**src/rtl/div_seq.sv**
```systemverilog
// Multi-cycle radix-2 restoring divider for DIV/DIVU. Holds EX via stallreq_o
// and returns {remainder, quotient} with ready_o.
module div_seq #(
    parameter int DATA_W = 32,
    parameter int CNT_W  = 6
) (
    input  logic              clk,
    input  logic              rst,
    input  logic              signed_i,
    input  logic [DATA_W-1:0] opdata1_i,
    input  logic [DATA_W-1:0] opdata2_i,
    input  logic              start_i,
    input  logic              annul_i,
    output logic [2*DATA_W-1:0] result_o,
    output logic              ready_o,
    output logic              busy_o,
    output logic              stallreq_o
);

    typedef enum logic [1:0] {S_IDLE, S_BYZERO, S_ON, S_END} state_t;

    state_t              state, state_n;
    logic [CNT_W-1:0]    cnt;
    logic [DATA_W-1:0]   quot, rem, dvsr;
    logic                neg_q, neg_r;
    logic [2*DATA_W-1:0] result;
    logic                ready;

    logic [DATA_W-1:0]   op1_mag, op2_mag;
    logic [DATA_W:0]     shifted, diff;
    logic [DATA_W-1:0]   quot_n, rem_n, quot_fix, rem_fix;
    logic                go, last_iter;

    assign go        = start_i & ~annul_i;
    assign last_iter = (cnt == CNT_W'(DATA_W - 1));

    assign op1_mag = (signed_i && opdata1_i[DATA_W-1]) ? -opdata1_i : opdata1_i;
    assign op2_mag = (signed_i && opdata2_i[DATA_W-1]) ? -opdata2_i : opdata2_i;

    // The full remainder takes part in the shift: with an unsigned divisor
    // above 2**(DATA_W-1) the partial remainder can have its MSB set.
    assign shifted = {rem, quot[DATA_W-1]};
    assign diff    = shifted - {1'b0, dvsr};

    always_comb begin
        rem_n  = shifted[DATA_W-1:0];
        quot_n = {quot[DATA_W-2:0], 1'b0};
        if (!diff[DATA_W]) begin
            rem_n  = diff[DATA_W-1:0];
            quot_n = {quot[DATA_W-2:0], 1'b1};
        end
    end

    assign quot_fix = neg_q ? -quot_n : quot_n;
    assign rem_fix  = neg_r ? -rem_n  : rem_n;

    always_ff @(posedge clk) begin
        if (rst) state <= S_IDLE;
        else     state <= state_n;
    end

    always_comb begin
        state_n = state;
        case (state)
            S_IDLE: begin
                if (go) state_n = (opdata2_i == '0) ? S_BYZERO : S_ON;
            end
            S_BYZERO: state_n = annul_i ? S_IDLE : S_END;
            S_ON: begin
                if (annul_i)        state_n = S_IDLE;
                else if (last_iter) state_n = S_END;
            end
            S_END: begin
                // Leave only once ready_o has actually been presented to EX.
                if (annul_i || (!start_i && ready)) state_n = S_IDLE;
            end
            default: state_n = S_IDLE;
        endcase
    end

    always_ff @(posedge clk) begin
        if (rst) begin
            cnt    <= '0;
            quot   <= '0;
            rem    <= '0;
            dvsr   <= '0;
            neg_q  <= 1'b0;
            neg_r  <= 1'b0;
            result <= '0;
            ready  <= 1'b0;
        end else begin
            ready <= (state == S_END) && (state_n == S_END);
            case (state)
                S_IDLE: begin
                    if (go && opdata2_i != '0) begin
                        cnt   <= '0;
                        quot  <= op1_mag;
                        rem   <= '0;
                        dvsr  <= op2_mag;
                        neg_q <= signed_i & (opdata1_i[DATA_W-1] ^ opdata2_i[DATA_W-1]);
                        neg_r <= signed_i & opdata1_i[DATA_W-1];
                    end
                end
                S_BYZERO: begin
                    if (!annul_i) result <= '0;
                end
                S_ON: begin
                    if (!annul_i) begin
                        cnt  <= cnt + 1'b1;
                        quot <= quot_n;
                        rem  <= rem_n;
                        if (last_iter) result <= {rem_fix, quot_fix};
                    end
                end
                default: ;
            endcase
        end
    end

    assign result_o   = result;
    assign ready_o    = ready;
    assign busy_o     = (state == S_BYZERO) || (state == S_ON);
    assign stallreq_o = start_i & ~ready & ~annul_i;

endmodule

```
**config.mk**
```make
export PLATFORM = sky130hd
export DESIGN_NAME = div_seq
export DESIGN_NICKNAME = d
export VERILOG_FILES = /design/src/rtl/div_seq.sv
export SDC_FILE = /design/constraint.sdc
export NUM_CORES = 1
export LEC_CHECK = 0
export CAP_MARGIN = 5
export CORE_MARGIN = 2
export CORE_UTILIZATION = 35
export DETAILED_ROUTE_END_ITERATION = 10
export GPL_TIMING_DRIVEN = 0
export HOLD_SLACK_MARGIN = 0.06
export PLACE_DENSITY = 0.57
export SLEW_MARGIN = 15
export SYNTH_ARGS = -nofsm -noshare
export SYNTH_HDL_FRONTEND = slang
export SYNTH_SLANG_ARGS = --single-unit
```
**constraint.sdc**
```tcl
create_clock -name clk -period 12.79 [get_ports clk]
set_input_delay 1.279 -clock clk [delete_from_list [all_inputs] [get_ports clk]]
set_output_delay 1.279 -clock clk [all_outputs]
set_load 0.05 [all_outputs]
```
After elaboration in Yosys (flattened, before gate mapping)
Index checks and enable logic that the tools add are counted.

Output and inout bits: 67. Register bits after elaboration: 171. Bits in read-only memories: 0. Latch bits: 0. Logic and storage cells: 74. RAM bits: 0. Memories kept: 0.

Divide/modulo/power cells: 0. Multiply operators: 0. $add $sub $neg: 6. Mux-type cells: 26. Shift operators: 0. Eq/ne operators: 9. Reductions and logical operators: 16. Bitwise operators: 8. Order comparisons: 0.

Operators with widths (number): 32-bit 2-to-1 mux (9); 64-bit 2-to-1 mux (3); 32-bit negation (4); 32-bit one-hot mux with 2 select lines (2); 64-bit one-hot mux with 2 select lines (1); 33-bit by 32-bit subtractor with 33-bit output (1); 32-bit zero test (1); 32-bit nonzero test (1); 2-bit 2-to-1 mux (6); 6-bit 2-to-1 mux (2); 6-bit one-hot mux with 2 select lines (1); 2-bit != test (second input constant) (4); 2-bit one-hot mux with 4 select lines (1); 6-bit by 1-bit adder with 6-bit output (second input constant) (1); 2-bit == test (second input constant) (3); 6-bit by 5-bit == test with 1-bit output (second input constant) (1); 1-bit bitwise AND (5); 1-bit logical AND (5); 4-bit AND reduction (1); 2-bit nonzero test (2); 3-bit AND reduction (1); 2-bit by 1-bit == test with 1-bit output (second input constant) (1); 2-bit zero test (1); 1-bit logical OR (2); other kinds (5) (6).

Longest topological paths before layout
Gate-level depths: netlist (run 1).

Depth in word-level cells: 7. Depth in mapped cells: 26.

Worst setup path before layout (run 1)
Ideal clock, no wire load.

Kind: register to register. From: reg quot[31]. To: reg result[28] (netlist: result_o[28]). Required time: 12662 ps. Library setup time: 128 ps. Arrival: 4970 ps. Path buffers: 2. Setup slack: 7692 ps. Cell stages (with the launch flop): 24. Cells stage by stage: dfxtp_1 inv_1 ha_1 fa_1 nor2b_1 o31a_1 o21bai_1 a211o_1 a211oi_2 o21a_1 nor2_8 inv_1 buf_2 buf_2 ha_1 inv_1 or2_1 or4_4 or2_4 or4_4 o41ai_4 xnor2_1 a22oi_2 nor2_1.

Longest elaborated chain between the ends: 7.

RTL lines: start: declaration (line 24) `logic [DATA_W-1:0] quot, rem, dvsr;`; start signal: assignment (line 97) `quot <= op1_mag;`; start signal: assignment (line 110) `quot <= quot_n;`; 33-bit by 32-bit subtractor with 33-bit output (line 43) `assign diff = shifted - {1'b0, dvsr};`; 1-bit 2-to-1 mux (line 48) `if (!diff[DATA_W]) begin`; 32-bit negation (line 54) `assign quot_fix = neg_q ? -quot_n : quot_n;`; 32-bit 2-to-1 mux (line 54); 64-bit 2-to-1 mux (line 112) `if (last_iter) result <= {rem_fix, quot_fix};`; 64-bit 2-to-1 mux (line 108) `if (!annul_i) begin`; 64-bit one-hot mux with 2 select lines (line 93) `case (state)`; end signal: assignment (line 112); end: declaration (line 26) `logic [2*DATA_W-1:0] result;`.

No other way between the ends. The select of a mux whose other input is x is not followed. A chain may end at the register's enable or synchronous reset.

Worst setup path after layout (run 1)
From: reg quot[31]. To: reg result[60] (netlist: result_o[60]).

Longest elaborated chain between the ends: 7.

RTL lines: 33-bit by 32-bit subtractor with 33-bit output (line 43); 32-bit 2-to-1 mux * (line 48); 32-bit negation (line 55) `assign rem_fix = neg_r ? -rem_n : rem_n;`; 32-bit 2-to-1 mux * (line 55); 64-bit 2-to-1 mux * (line 112); 64-bit 2-to-1 mux * (line 108); 64-bit one-hot mux with 2 select lines * (line 93).

Every way passes the cells marked *; elsewhere a longest branch is shown, timed or not. The select of a mux whose other input is x is not followed.

==> results of run 1 <==
state kept, by name (all words and copies together), names as in the netlist:
| name | flops |
|---|---|
| cnt | 6 |
| dvsr | 32 |
| neg_q | 1 |
| neg_r | 1 |
| quot | 32 |
| ready_o | 1 |
| rem | 32 |
| result_o | 64 |
| state | 2 |
layer usage:
metal,up-vias,global-route usage (%)
met5,-,0
met2,388,33.0
met3,43,3.37
met1,5304,34.1
met4,2,5.95
li1,5529,-
critical path: cells and delay by family, from the launching register on:
family | cells | cell delay (ns)
xor+xnor | 1 | 0.12
compound gates | 9 | 2.40
buf+inv | 5 | 0.96
flops | 1 | 0.38
simple gates | 7 | 1.31
fa+ha+maj | 3 | 0.87
stage by stage:
stage | power [W] | hold WS, ns | util (%)
finish | 0.00205 | 0.453 | 43.4
global route | 0.00216 | 0.494 | 43.4
CTS | 0.00204 | 0.458 | 43.4
detailed placement | 0.00151 | 0.450 | 41.5
global placement | 0.00150 | 0.442 | 41.5
floorplan | 0.00123 | 0.432 | -
power by group:
part | total (W) | internal (W) | switching [W] | leakage [nW]
Combinational | 0.000911 | 0.000307 | 0.000605 | 3.37
Clock | 0.000534 | 0.000267 | 0.000267 | 0.285
Sequential | 0.000604 | 0.000568 | 0.0000358 | 1.38
Total | 0.00205 | 0.00114 | 0.000908 | 5.04
final timing paths:
kind,end,slack [ns]
worst max-delay path,result_o[60],6.65
worst min-delay path,dvsr[16],0.45
worst max register to register,result_o[60],6.65
worst min register to register,dvsr[16],0.45
final cells by class:
cell class,count,area share (%)
Inverter,54,1.48
Clock inverter,14,1.10
Timing Repair Buffer,135,9.85
Sequential cell,171,25.0
Clock buffer,18,3.20
Multi-Input combinational cell,1134,53.5
Buffer,80,2.28
Tap cell,402,3.67
kinds of logic (layout without fill, tap and decap cells):
logic type,after synthesis,count (layout),share of synthesized area [%]
simple gates,470,470,19.7
mux,25,25,2.26
buf+inv,134,301,4.57
compound gates,449,449,26.9
fa+ha+maj,43,43,4.84
xor+xnor,147,147,11.4
flops,171,171,30.4
cells in the final DEF, fill, tap and decap left out, types with 10 or more instances in the layout:
| cell type | synthesis | routed |
|---|---|---|
| nor3_1 | 29 | 29 |
| mux2i_1 | 21 | 21 |
| a22oi_1 | 65 | 65 |
| nand3_1 | 14 | 14 |
| nand2_1 | 142 | 142 |
| inv_1 | 53 | 53 |
| nor2b_1 | 19 | 19 |
| o31ai_1 | 18 | 18 |
| o21ai_0 | 81 | 81 |
| a21o_1 | 10 | 10 |
| ha_1 | 42 | 42 |
| a21oi_1 | 113 | 113 |
| o41ai_1 | 15 | 15 |
| a22o_1 | 33 | 33 |
| xor2_1 | 63 | 63 |
| clkbuf_1 | 65 | 65 |
| or4_1 | 13 | 13 |
| xnor2_1 | 84 | 84 |
| clkbuf_16 | 0 | 17 |
| nor4_1 | 15 | 15 |
| a211oi_1 | 33 | 33 |
| dfxtp_1 | 171 | 171 |
| or3_1 | 21 | 21 |
| nand4_1 | 10 | 10 |
| clkdlybuf4s50_1 | 0 | 135 |
| and2_1 | 13 | 13 |
| nor2_1 | 157 | 157 |
==> summary.txt, run 1 <==
Clock network
  – Hold_buf cts: 0
  – Clk sinks: approximately 170
  – Clock tree buffer depth: 2
  – TritonCTS clock tree: yes
  – CTS H-Tree Depth: 4
  – # resized after CTS: 0
  – Post-CTS setup buffer count: 0
  – Worst-path clk slew: 0.08 ns
  – Num CTS Buffers: 17
  – CTS Root Cell: clkbuf_16
  – Skew-Pair Late Insertion Delay: 0.45 ns

Synthesis
  – Mapped Nets: between 1500 and 2000
  – Fraction of registers with async set/reset: 0%
  – Synth Cell Area: 11300 µm²
  – Top-count cell post-synth: dfxtp_1
  – Syn Inst Count: 1439
  – Most instantiated cells after synthesis: dfxtp_1, nor2_1, nand2_1, a21oi_1, xnor2_1
  – Share of the synthesized area in the top cell type: 30.4%
  – Synth unique cells: 76
  – Yosys top cell by area: dfxtp_1
  – Syn_area_per_cell: 7.83 µm²
  – Synth Register Bits: around 170
  – Yosys warns: 0
  – Synth area leaders: dfxtp_1, xnor2_1, nor2_1, a21oi_1, xor2_1
  – Primary FF master, synth: dfxtp_1
  – Seq/Total Area, Yosys: 30.4%
  – EDFF count, synth: 0

Detailed routing
  – Metal-1 WL: around 19 mm
  – Initial DRT Pass Iterations: 6
  – WL final: 38.2 mm
  – Antenna-violating nets left: 0
  – DR vias/cell: between 5 and 6
  – DRC viols: 0
  – Vias: 11300
  – WL per Instance: 19.0 µm
  – Wire length on met2: 15.9 mm
  – Max layer used: met5
  – DR iter-0 viols: about 870
  – Wire length on met3: about 2.6 mm

Die
  – Initial core utilization: 35.6%
  – Placeable Area: about 32000 µm²
  – Overall die height: 183 µm
  – Row cnt: 65
  – Chip Width: ~180 µm
  – IO Count: between 100 and 150
  – DIE AREA: 33700 µm²

STA
  – Max_slew headroom: 38.8%
  – Slew Viols, Final: 0
  – Max Freq: ~0.16 GHz
  – Clock skew: between 0.015 and 0.02 ns
  – Final Critical Period: 6.14 ns
  – Slack of the critical path: 6.65 ns
  – Worst Tran Pin Value: 0.916 ns
  – # setup viols final: 0
  – Fin crit share: between 40% and 50%
  – Final Hold Viols: 0
  – Unrepaired setup endpoints after global routing: false
  – TNS Setup: 0 ns

Place
  – Placed insts: 1976
  – GP Congestion: 0.928
  – Dpl hpwl: 30.3 mm
  – DP Area: between 10000 and 15000 µm²
  – Port Buffers: 135
  – Pre-CTS WS: 6.77 ns

Min path
  – Number of cells on the worst hold path: 2
  – Hold_sp: dvsr[16]
  – Worst hold path type: reg2reg

Setup path
  – WP data arrival: 6.48 ns
  – FF-to-FF Start: quot[31]
  – Crit-path slowest cell: nor4_1
  – Req. time, crit path: 13.13 ns
  – CP Class: reg2reg
  – Crit path from: quot[31]
  – Slowest stage delay, CP: between 0.4 and 0.5 ns
  – Worst-path fanout max: 10
  – CP Capture Type: register
  – FF-to-FF path depth: 25
  – Most used cell, CP: inv_1
  – CP startpoint kind: register

Cells and area
  – Non-Filler Instances: around 2000
  – Fin area: 13700 µm²
  – Fin nets: 1705
  – Layout area overhead: 21.7%
  – Antenna diode count: 0
  – Register Area: 3420 µm²
  – Share of cells above drive strength 1: 3.92%
  – Area of the multi-input gates: 7340 µm²
  – FILL cells: 3230

Flow run
  – Max-Cap Viols: 0

Global route
  – First-pass GRT wire length: 59.5 mm
  – Antenna violations before repair: 2
  – Total Routing Usage GR: 22.5%
  – Pin count of the biggest net entering global routing: 19
  – Total global routing overflow: 0
  – Vias in the first global route: 10400

Pwr
  – Leak: around 5.0 nW
  – P per Cell Area: 149 nW/µm²
  – Maximum vdd drop: 0.0959 mV

Outcome
  – Status: finished, final reports clean
Power figures use the tool's default switching activity.
==> inputs of run 2 (changes only) <==
PLACE_DENSITY = 0.59   (was 0.57)
clock period = 5.2 ns   (was 12.79 ns; I/O delays follow)
==> summary.txt, run 2 (synthesis gave the netlist of run 1 again) <==
Pwr
  – Maximum vdd drop: 0.245 mV (+160%)
  – Net switching power figure: 0.00225 W (+150%)
  – Total power: 0.00524 W (+160%)
  – Internal power: 0.00299 W (+160%)
  – Leak: 5.15 nW (+2.2%)
  – P per Cell Area: 375 nW/µm² (+150%)
  – Switch share: 43.0% (-1.3 points)
  – Gate power share: 45.3% (+0.8 points)
  – Clock share of power: 26.4% (+0.3 points)
  – Reg power frac: 28.3% (-1.2 points)

STA
  – Slack of the critical path: -0.00105 ns (-6.65 ns)
  – Max Freq: 0.192 GHz (+18%)
  – Final Critical Period: 5.20 ns (-0.942 ns)
  – Max_slew headroom: 34.7% (-4.1 points)
  – Slew Viols, Final: 0 (unchanged)
  – Unrepaired setup endpoints after global routing: true
  – Final Hold Viols: 0 (unchanged)
  – # setup viols final: 1 (+1)
  – TNS Setup: -0.00105 ns (-0.00105 ns)
  – Clock skew: 0.0146 ns (-0.00137 ns)
  – Fin crit share: 100% (+52 points)
  – Worst Tran Pin Value: 0.977 ns (+0.0611 ns)

Cells and area
  – Antenna diode count: 0 (unchanged)
  – Share of cells above drive strength 1: 6.04% (+2.1 points)
  – Area of the multi-input gates: 7410 µm² (+1.0%)
  – Fin nets: 1722 (+1.0%)
  – Register Area: 3430 µm² (about the same)
  – Layout area overhead: 24.0%
  – FILL cells: 3175 (-1.7%)
  – Most frequent cells in the layout: dfxtp_1, nor2_1, nand2_1, clkdlybuf4s50_1, a21oi_1
  – Commonest non-fill, non-tap cell in the layout: dfxtp_1
  – Max reg flops: 64 (unchanged)

Setup path
  – Buffers & Inverters on Critical Path: 4 (-1)
  – Req. time, crit path: 5.52 ns (-7.61 ns)
  – WP data arrival: 5.52 ns (-0.96 ns)
  – CP startpoint kind: register
  – Slowest stage delay, CP: 0.54 ns (+0.09 ns)
  – CP Capture Type: register
  – Crit-path cells: inv_2 -> ha_4 -> fa_2 -> nor2b_2 -> o31a_1 -> o21bai_2 -> a211o_1 -> a211oi_4 -> o21a_2 -> nor2_8 -> clkinvlp_4 -> buf_12 -> ha_4 -> inv_4 -> or2_4 -> or4_4 -> or2_4 -> or4_4 -> o41ai_4 -> xnor2_1 -> a22oi_2 -> nor2_1
  – Worst-path fanout max: 7 (-3)
  – CP delay by family, top: simple AND/OR/NAND/NOR gates
  – Crit-path slowest cell: or4_4
  – CP Class: reg2reg

Global route
  – Vias in the first global route: 10500 (+1.2%)
  – GR Util met2: 33.3% (+0.33 points)
  – GRT met3 Usage: 4.12% (+0.75 points)
  – First-pass GRT wire length: 59.3 mm (-0.34%)
  – Most used routing layer: met2
  – Met1 GRT Util: 33.0% (-1.0 points)
  – Total global routing overflow: 0 (unchanged)
  – Antenna violations before repair: 1 (-1)
  – Total Routing Usage GR: 22.5% (-0.024 points)
  – Pin count of the biggest net entering global routing: 20 (+1)

Clock network
  – Clock tree buffer depth: 2 (unchanged)
  – Hold_buf cts: 0 (unchanged)
  – Clk sinks: 171 (unchanged)
  – Worst-path clk slew: 0.08 ns (about the same)
  – Skew-Pair Late Insertion Delay: 0.45 ns (about the same)
  – TritonCTS clock tree: yes
  – Num CTS Buffers: 17 (unchanged)
  – CTS H-Tree Depth: 4 (unchanged)
  – CTS Root Cell: clkbuf_16

Outcome
  – Status: finished, violations left
  – Violated checks: negative setup slack

Die
  – Overall die height: 183 µm (unchanged)
  – Row cnt: 65 (unchanged)
  – Placeable Area: 31600 µm² (unchanged)
  – IO Count: 136 (unchanged)
  – Chip Width: 183 µm (unchanged)
  – DIE AREA: 33700 µm² (unchanged)
  – Initial core utilization: 35.6% (unchanged)

Detailed routing
  – Initial DRT Pass Iterations: 5 (-1)
  – Antenna-violating nets left: 0 (unchanged)
  – DR iter-0 viols: 871 (+0.23%)
  – WL final: 38.3 mm (+0.38%)
  – DR vias/cell: 5.60 (-0.28%)
  – Vias: 11300 (+0.57%)
  – DRC viols: 0 (unchanged)
  – WL per Instance: 18.9 µm (-0.46%)

Place
  – Pre-CTS WS: -0.817 ns (-7.59 ns)
  – Dpl hpwl: 29.9 mm (-1.4%)
  – GP Congestion: 0.928 (about the same)
  – Port Buffers: 135 (unchanged)

Min path
  – Worst hold path type: reg2reg

Flow run
  – Max-Cap Viols: 0 (unchanged)
## run 2: cell count changes in the layout (fill, tap and decap cells not counted), sizes merged
cell,change
buf,+18
bufinv,+2
clkinv,-4
clkinvlp,+1
## run 2: layer usage
metal	part of all wire [%]	wire, µm
met1	48	18400
met2	42	16200
met3	7.5	2860
met4	2.2	847
met5	0	0
## run 2: worst reg2reg max path: cells and delay by family, from the launching register on
kind                       cells  cell delay, ns
AOI/OAI and AO/OA              7            1.72
xor gates and xnor gates       1            0.13
adders and majority gates      3            0.72
buffers and inverters          4            0.31
DFF                            1            0.34
and+or+nand+nor                7            1.84
## run 2: final cells by class
type	count	area share [%]
inverters	54	1.49
repair buffers	154	10.7
clock buffers	19	3.17
multi-input cells	1134	53.0
clock inverters	13	1.23
plain buffers	78	2.28
well taps	402	3.60
flip-flops and latches	171	24.5
## run 2: per-stage QoR
stage / instance area (µm²) / hold WS (ns) / instances / utilization, %
global placement: 13100 / 0.440 / 1976 / 41.5
detailed placement: 13100 / 0.448 / 1976 / 41.5
floorplan: 11300 / 0.432 / 1439 / -
finish: 14000 / 0.456 / 2025 / 44.2
CTS: 13800 / 0.457 / 2010 / 43.6
global route: 14000 / 0.475 / 2025 / 44.2
## run 2: power groups by stage
stage	Clock (W)	Combinational [W]	Sequential, W
detailed placement	0	0.00218	0.00151
CTS	0.00140	0.00223	0.00148
finish	0.00139	0.00237	0.00149
global route	0.00144	0.00257	0.00150
floorplan	0	0.00154	0.00148
global placement	0	0.00216	0.00151
## run 2: path summary, 6_finish.rpt
kind / slack [ns] / from / to / cells after the start
setup / recovery: -0.001 / quot[31] / result_o[28] / 22
hold / removal: 0.46 / dvsr[16] / dvsr[16] / 2
setup reg to reg: -0.001 / quot[31] / result_o[28] / 22
hold reg to reg: 0.46 / dvsr[16] / dvsr[16] / 2
## run 2: timing repair
item | in CTS | in global routing
pin swaps | 3 | 15
buffers inserted | 3 | 16
resized for setup | 12 | 21
setup endpoints to repair | 23 | 15
